===== src/rtl/itype_exec_sequencer_pkg.sv =====
// itype_exec_sequencer_pkg: shared opcode, state encoding, func3 values and field accessors
package itype_exec_sequencer_pkg;

    localparam logic [6:0] OPC_OPIMM = 7'b0010011;

    typedef enum logic [1:0] {
        IDLE = 2'd0,
        READ = 2'd1,
        EXEC = 2'd2,
        WB   = 2'd3
    } state_t;

    localparam logic [2:0] F3_ADDI  = 3'b000;
    localparam logic [2:0] F3_SLLI  = 3'b001;
    localparam logic [2:0] F3_SLTI  = 3'b010;
    localparam logic [2:0] F3_SLTIU = 3'b011;
    localparam logic [2:0] F3_XORI  = 3'b100;
    localparam logic [2:0] F3_SRXI  = 3'b101;
    localparam logic [2:0] F3_ORI   = 3'b110;
    localparam logic [2:0] F3_ANDI  = 3'b111;

    localparam logic [6:0] F7_ZERO = 7'b0000000;
    localparam logic [6:0] F7_SRA  = 7'b0100000;

    localparam int OPC_LSB = 0;
    localparam int RD_LSB  = 7;
    localparam int F3_LSB  = 12;
    localparam int RS1_LSB = 15;
    localparam int IMM_LSB = 20;
    localparam int F7_LSB  = 25;

    function automatic logic [6:0] f_opcode(input logic [31:0] i);
        return i[OPC_LSB +: 7];
    endfunction

    function automatic logic [4:0] f_rd(input logic [31:0] i);
        return i[RD_LSB +: 5];
    endfunction

    function automatic logic [2:0] f_func3(input logic [31:0] i);
        return i[F3_LSB +: 3];
    endfunction

    function automatic logic [4:0] f_rs1(input logic [31:0] i);
        return i[RS1_LSB +: 5];
    endfunction

    function automatic logic [11:0] f_imm(input logic [31:0] i);
        return i[IMM_LSB +: 12];
    endfunction

    function automatic logic [6:0] f_funct7(input logic [31:0] i);
        return i[F7_LSB +: 7];
    endfunction

endpackage


===== src/rtl/itype_exec_sequencer_legal_check.sv =====
// itype_legal_check: flags non-OP-IMM opcodes and malformed shift-immediate encodings
module itype_legal_check
    import itype_exec_sequencer_pkg::*;
(
    input  logic [31:0] instr,
    output logic        illegal
);

    logic [2:0] func3;
    logic [6:0] funct7;
    logic       bad_opc;
    logic       bad_sll;
    logic       bad_sr;

    assign func3   = f_func3(instr);
    assign funct7  = f_funct7(instr);
    assign bad_opc = f_opcode(instr) != OPC_OPIMM;
    assign bad_sll = func3 == F3_SLLI && funct7 != F7_ZERO;
    assign bad_sr  = func3 == F3_SRXI && funct7 != F7_ZERO && funct7 != F7_SRA;
    assign illegal = bad_opc || bad_sll || bad_sr;

endmodule


===== src/rtl/itype_exec_sequencer.sv =====
// itype_exec_sequencer: four-state controller running one OP-IMM instruction through reg_file and ALU
module itype_exec_sequencer
    import itype_exec_sequencer_pkg::*;
#(
    parameter int CNT_W = 32
) (
    input  logic             clk,
    input  logic             rst_n,
    input  logic             instr_valid,
    input  logic [31:0]      instr,
    output logic             instr_ready,
    output logic [4:0]       rf_raddr,
    input  logic [31:0]      rf_rdata,
    output logic [31:0]      alu_a,
    output logic [11:0]      alu_imm,
    output logic [2:0]       alu_func3,
    output logic [6:0]       alu_opcode,
    input  logic [31:0]      alu_result,
    output logic             rf_we,
    output logic [4:0]       rf_waddr,
    output logic [31:0]      rf_wdata,
    output logic             done,
    output logic             illegal,
    output logic [CNT_W-1:0] retired
);

    state_t            state_q;
    state_t            state_d;
    logic [31:0]       instr_q;
    logic [31:0]       opnd_q;
    logic [31:0]       res_q;
    logic              ill_q;
    logic              ill_w;
    logic [CNT_W-1:0]  retired_q;
    logic              accept;

    itype_legal_check u_legal (
        .instr   (instr),
        .illegal (ill_w)
    );

    assign accept = state_q == IDLE && instr_valid;

    // next-state: illegal instructions skip straight to the write-back slot
    always_comb begin
        state_d = state_q;
        case (state_q)
            IDLE:    state_d = instr_valid ? (ill_w ? WB : READ) : IDLE;
            READ:    state_d = EXEC;
            EXEC:    state_d = WB;
            default: state_d = IDLE;
        endcase
    end

    // state register and datapath latches; reset aborts any instruction in flight
    always_ff @(posedge clk or negedge rst_n) begin
        if (!rst_n) begin
            state_q   <= IDLE;
            instr_q   <= '0;
            opnd_q    <= '0;
            res_q     <= '0;
            ill_q     <= 1'b0;
            retired_q <= '0;
        end else begin
            state_q <= state_d;
            if (accept) begin
                instr_q <= instr;
                ill_q   <= ill_w;
            end
            if (state_q == READ) opnd_q <= rf_rdata;
            if (state_q == EXEC) res_q <= alu_result;
            if (state_q == WB && !ill_q) retired_q <= retired_q + 1'b1;
        end
    end

    assign instr_ready = state_q == IDLE;
    assign rf_raddr    = f_rs1(instr_q);
    assign alu_a       = opnd_q;
    assign alu_imm     = f_imm(instr_q);
    assign alu_func3   = f_func3(instr_q);
    assign alu_opcode  = f_opcode(instr_q);
    assign done        = state_q == WB;
    assign illegal     = done && ill_q;
    assign rf_we       = done && !ill_q && f_rd(instr_q) != 5'd0;
    assign rf_waddr    = f_rd(instr_q);
    assign rf_wdata    = res_q;
    assign retired     = retired_q;

endmodule


===== config.mk =====
export PLATFORM = sky130hd
export DESIGN_NAME = itype_exec_sequencer
export DESIGN_NICKNAME = d
export VERILOG_FILES = /design/src/rtl/itype_exec_sequencer_pkg.sv /design/src/rtl/itype_exec_sequencer_legal_check.sv /design/src/rtl/itype_exec_sequencer.sv
export SDC_FILE = /design/constraint.sdc
export NUM_CORES = 1
export LEC_CHECK = 0
export BUFFER_PORTS_ARGS = -buffer_cell sky130_fd_sc_hd__buf_4
export CAP_MARGIN = 25
export CELL_PAD_IN_SITES_DETAIL_PLACEMENT = 2
export CELL_PAD_IN_SITES_GLOBAL_PLACEMENT = 2
export CORE_MARGIN = 4
export CORE_UTILIZATION = 31
export CTS_BUF_LIST = sky130_fd_sc_hd__clkbuf_2 sky130_fd_sc_hd__clkbuf_4 sky130_fd_sc_hd__clkbuf_8
export DETAILED_ROUTE_END_ITERATION = 7
export PLACE_DENSITY = 0.89
export SYNTH_ARGS = -nofsm -noshare
export SYNTH_HDL_FRONTEND = slang
export SYNTH_SLANG_ARGS = --single-unit

===== constraint.sdc =====
create_clock -name clk -period 2 [get_ports clk]
set_clock_uncertainty 0.1 [all_clocks]
set_input_delay 0.2 -clock clk [delete_from_list [all_inputs] [get_ports clk]]
set_output_delay 0.2 -clock clk [all_outputs]
set_load 0.02 [all_outputs]

; ---- After elaboration in Yosys (flattened, before gate mapping)
; Cells that the tools add are included.
[word_totals]
ff_bits = 131
latch_bits = 0
mem_bits_rw = 0
mem_bits_ro = 0
in_bits = 99
out_inout_bits = 132
elab_cells = 30
mem_count = 0
[op_classes]
n_addsub = 1
multipliers = 0
div_mod_pow = 0
magnitude_cmp = 0
n_eq_ne = 7
shifts = 0
muxes = 3
n_bitwise = 0
n_reduce_logical = 13
[ops]
columns = op, count
row1 = "adder 32 x 1 -> 32 bit, second input constant", 1
row2 = logical AND 1 bit, 7
row3 = "!= test 7 x 5 -> 1 bit, second input constant", 1
row4 = "!= test 7 x 6 -> 1 bit, second input constant", 1
row5 = nonzero test 7 bit, 1
row6 = case mux 2 bit (3 select lines), 1
row7 = nonzero test 5 bit, 1
row8 = "== test 2 bit, second input constant", 2
row9 = two-way mux 2 bit, 2
row10 = "== test 3 x 1 -> 1 bit, second input constant", 1
row11 = "== test 3 bit, second input constant", 1
row12 = "== test 2 x 1 -> 1 bit, second input constant", 1
row13 = zero test 2 bit, 1
row14 = logical OR 1 bit, 2
row15 = zero test 1 bit, 1

; ---- Longest topological paths before layout
[depth]
word_depth = 7
mapped_depth = 6

; ---- By module
; From an unflattened synthesis, not the netlist that was laid out.
[unflattened]
hier_cells = 363
area_unflattened_um2 = 5358.9
[by_module_without_submodules]
columns = mod, instances, cells_per_inst, area_each_um2, seq_area_each_um2
row1 = itype_exec_sequencer, 1, 356, 5298.8, 3278.1
row2 = itype_legal_check, 1, 7, 60.1, 0.0

; ---- Least setup slack after synthesis
; OpenSTA, ideal clock, no wires.
[synth_timing]
path_kind = register to register
startpoint = reg state_q[0]
endpoint = reg instr_q[0]
setup_ns = 0.125
arrival_ns = 1.644
required_ns = 1.775
setup_slack_ns = 0.131
path_stages_with_launch = 6
n_path_buf = 1
cell_sequence = dfrtp_1 -> inv_1 -> ha_1 -> nand2_1 -> clkbuf_1 -> mux2_2
[synth_via]
elab_chain_cells = 2
[synth_rtl]
columns = item, line
row1 = start: declaration, itype_exec_sequencer.sv:27  ; state_t state_q;
row2 = start signal: assignment, itype_exec_sequencer.sv:65  ; state_q <= state_d;
row3 = zero test 2 bit, --
row4 = via instr_ready, itype_exec_sequencer.sv:11  ; output logic instr_ready,
row5 = logical AND 1 bit, itype_exec_sequencer.sv:42  ; assign accept = state_q == IDLE && instr_valid;
row6 = end signal: assignment, itype_exec_sequencer.sv:67  ; instr_q <= instr;
row7 = end: declaration, itype_exec_sequencer.sv:29  ; logic [31:0] instr_q;
; The timed path passes the listed nets, and every way through them passes these cells.
; A chain may end at the register's enable or synchronous reset.

; ---- Worst setup path in the final report
[layout_timing]
startpoint = reg instr_q[10]
endpoint = out rf_we
[layout_via]
elab_chain_cells = 2
[layout_rtl]
columns = item, line
row1 = nonzero test 5 bit, itype_exec_sequencer.sv:84  ; assign rf_we = done && !ill_q && f_rd(instr_q) != 5'd0;
row2 = logical AND 1 bit, itype_exec_sequencer.sv:84
row3 = end: declaration, itype_exec_sequencer.sv:19  ; output logic rf_we,
; No other way between the ends.

==> impl_metrics.ini <==
[run_status]
status = completed

[sta]
finalCriticalPeriod_ns = 1.98
finalHoldViolCount = 0
rsz0062_at_grt = true
maxSlewViolCount = 0
fin_crit_sh = 0.992
tightestPinTransition_ns = 0.725
slew_headroom = 0.517
finalSetupTns_ns = 0
timing.fmax_mhz = 504
setup_viol = 0

[floorplanning]
rows = 47
start_util = 0.317
io_pins = 231
fp.dieArea_um2 = 19100
chipHeight_um = 138
core_um2 = 16600
fp.dieW_um = 138

[place]
port_buffers = 230
gp_congestion = 0.756
dp_hpwl_mm = 12.2
place_area_um2 = 7300

[route]
dr.pass1.iters = 4
vias = 4405
drtIter0Drc = 112
drc = 0
vias_per_cell = 4.72
routed_wl_mm = 21.4
postRouteAntennaNets = 0
post_drt_wl_per_cell_um = 22.9

[pwr]
pwr-share-clk = 0.193
combPwrFrac = 0.461
swShare = 0.386
vdd_drop_max_mv = 0.618
p_sw_mw = 5.11
power.internal_mw = 8.14
p_per_area_nw_per_um2 = 1510
p_leak_nw = 4.17
pwr-share-seq = 0.346

[logic_synthesis]
syn_area_um2 = 5270
synth_top_family_by_area = multiplexers
synthAdderAreaFrac = 0.0142
ys_warn_count = 0
synth_xor_area_frac = 0.0515
yosysUniqueCellTypes = 35
synthCells = 357
ys_ff_latch = 131
syn_avg_cell_area_um2 = 14.8
synth_simple_gate_area_share = 0.0850
synth.area.mux_share = 0.207
syn_nets = 462
synth-compound-area-share = 0.00641
ys_seq_area_frac = 0.622

[hold_path]
min_to = ill_q
hp-start = instr_valid
hold_class = primary input to flip-flop
whs_path_depth = 5

[finish]
area_delta_synth_final_pct = 66.8
fin_util = 0.528
nets = 804
final_common_cell = buf_4
drive_above_1_share = 0.529
layout_common_cells = 232 x buf_4, 130 x dfrtp_1, 98 x dlygate4sd3_1
final_area_um2 = 8790

[setup_path]
worstSetupPathType = flip-flop to output pin
timing.rr.start = retired[4]
crit_arrival_ns = 1.68
reg2reg_to = retired[17]
cp.required_ns = 1.70
reg2regPathDepth = 4
crit_fanout = 3
endpoint_kind = output pin
critPathLaunchType = flip-flop
r2r_slack_ns = 0.12

[global_routing]
grt_pass1_vias = 5165
groute.usage.overall = 0.222
grt_antenna_before_repair = 1
grt_pass1_wl_mm = 32.8
overflow = 0
grt_start_max_net_pins = 131

[clocking]
cts_max_level = 4
cts.reportedPaths.clkPinSlew_ns = 0.08
clk-insertion-delay-late_ns = 0.42
cts_buffer_depth = 2
root_buffer = clkbuf_8
numCtsBuffers = 17
cts_tree = built
cts_sinks = 131

[job]
maxCapViolCount = 0
[registers in the layout, indices dropped and copies added (netlist names)]
name,flops
alu_a,32
ill_q,1
instr_q,32
retired,32
rf_wdata,32
state_q,2
[cell type report]
class                   instances  area, µm²
inverters                       6       22.5
flip-flops and latches        131       3280
fillers                      1560       7850
diodes                          1       2.50
clock buffers                  20        269
well taps                     220        275
repair buffers                335       2810
clock inverters                12        178
multi-input cells             208       1950
[cells by family after synthesis]
| group | Yosys count |
|---|---|
| flip-flops | 131 |
| multiplexers | 97 |
| AND/OR/NAND/NOR | 69 |
| XOR/XNOR | 31 |
| buffers and inverters | 18 |
| adder cells (fa/ha/maj) | 6 |
| AO/OA/AOI/OAI | 5 |
[synth_stat cells]
| cell | count | area [µm²] |
|---|---|---|
| nor4_4 | 2 | 42.5 |
| dfrtp_1 | 131 | 3280 |
| and3_2 | 1 | 7.51 |
| clkbuf_1 | 3 | 11.3 |
| or4_1 | 1 | 7.51 |
| a311oi_1 | 1 | 8.76 |
| nor3_1 | 2 | 10.0 |
| buf_1 | 6 | 22.5 |
| nand2b_1 | 1 | 6.26 |
| nand3_1 | 9 | 45.0 |
| nor2b_1 | 1 | 6.26 |
| nor4bb_1 | 1 | 10.0 |
| nand4_1 | 12 | 75.1 |
| mux2_2 | 96 | 1080 |
| and3_1 | 4 | 25.0 |
| mux2i_1 | 1 | 10.0 |
| and4_1 | 3 | 26.3 |
| nand3b_2 | 1 | 11.3 |
| ha_1 | 6 | 75.1 |
| inv_1 | 6 | 22.5 |
| nor2_1 | 7 | 26.3 |
| nor3_4 | 1 | 16.3 |
| buf_2 | 3 | 15.0 |
| nand4_4 | 1 | 21.3 |
| nor3_2 | 1 | 10.0 |
| xnor2_1 | 25 | 219 |
| nand2_1 | 15 | 56.3 |
| and2_1 | 2 | 12.5 |
| a21oi_1 | 1 | 5.00 |
| xor2_1 | 6 | 52.6 |
| nand4b_1 | 3 | 26.3 |
| o21ai_0 | 1 | 5.00 |
| nor4_1 | 1 | 6.26 |
| o21a_1 | 1 | 7.51 |
| o21bai_1 | 1 | 7.51 |
[how the worst max path moves through the flow]
stage                 from           to  slack [ns]
2_1_floorplan   state_q[0]   instr_q[0]        0.13
3_3_place_gp    state_q[0]  retired[26]        0.11
3_5_place_dp    state_q[0]  retired[23]       0.001
4_1_cts         instr_q[7]        rf_we       -0.03
5_1_grt        instr_q[10]        rf_we       -0.07
6_report       instr_q[10]        rf_we        0.02
[critical path, stage by stage (launching register included)]
cell,delay (ns)
dfrtp_1,0.41
or4_4,0.52
o21a_1,0.20
buf_6,0.13
[per-stage QoR]
| stage | power [mW] | hold slack (ns) | cells | worst slack [ns] |
|---|---|---|---|---|
| after global placement | 9.82 | -0.109 | 799 | 0.107 |
| final | 13.2 | 0.239 | 933 | 0.0169 |
| after floorplan | 7.44 | -0.196 | 357 | 0.131 |
| after global routing | 13.9 | 0.236 | 933 | -0.0687 |
| after detailed placement | 10.2 | -0.106 | 799 | 0.00137 |
| after CTS | 12.9 | 0.164 | 930 | -0.0305 |
[per-layer routing]
metal  global-route usage  share of wire
met2                0.431           0.57
met3               0.0632          0.058
met1                0.228           0.35
met4               0.0738          0.023
met5                    0              0
[power groups by stage]
stage	sequential (mW)	combinational [mW]	clock [mW]
after floorplan	5.63	1.81	0
after global placement	4.34	5.48	0
after detailed placement	4.47	5.71	0
after CTS	4.45	5.88	2.61
after global routing	4.73	6.43	2.75
final	4.59	6.11	2.55
[what timing repair did]
| action | 4_1_cts | 5_1_grt |
|---|---|---|
| buffers inserted | 1 | 2 |
| resized for setup | 2 | 6 |
| pin swaps | 2 | 0 |
| hold buffers | 98 | 0 |
| setup endpoints to repair | 5 | 21 |
| endpoints found under the hold margin | 227 | 0 |
(Power assumes the default switching activity.)
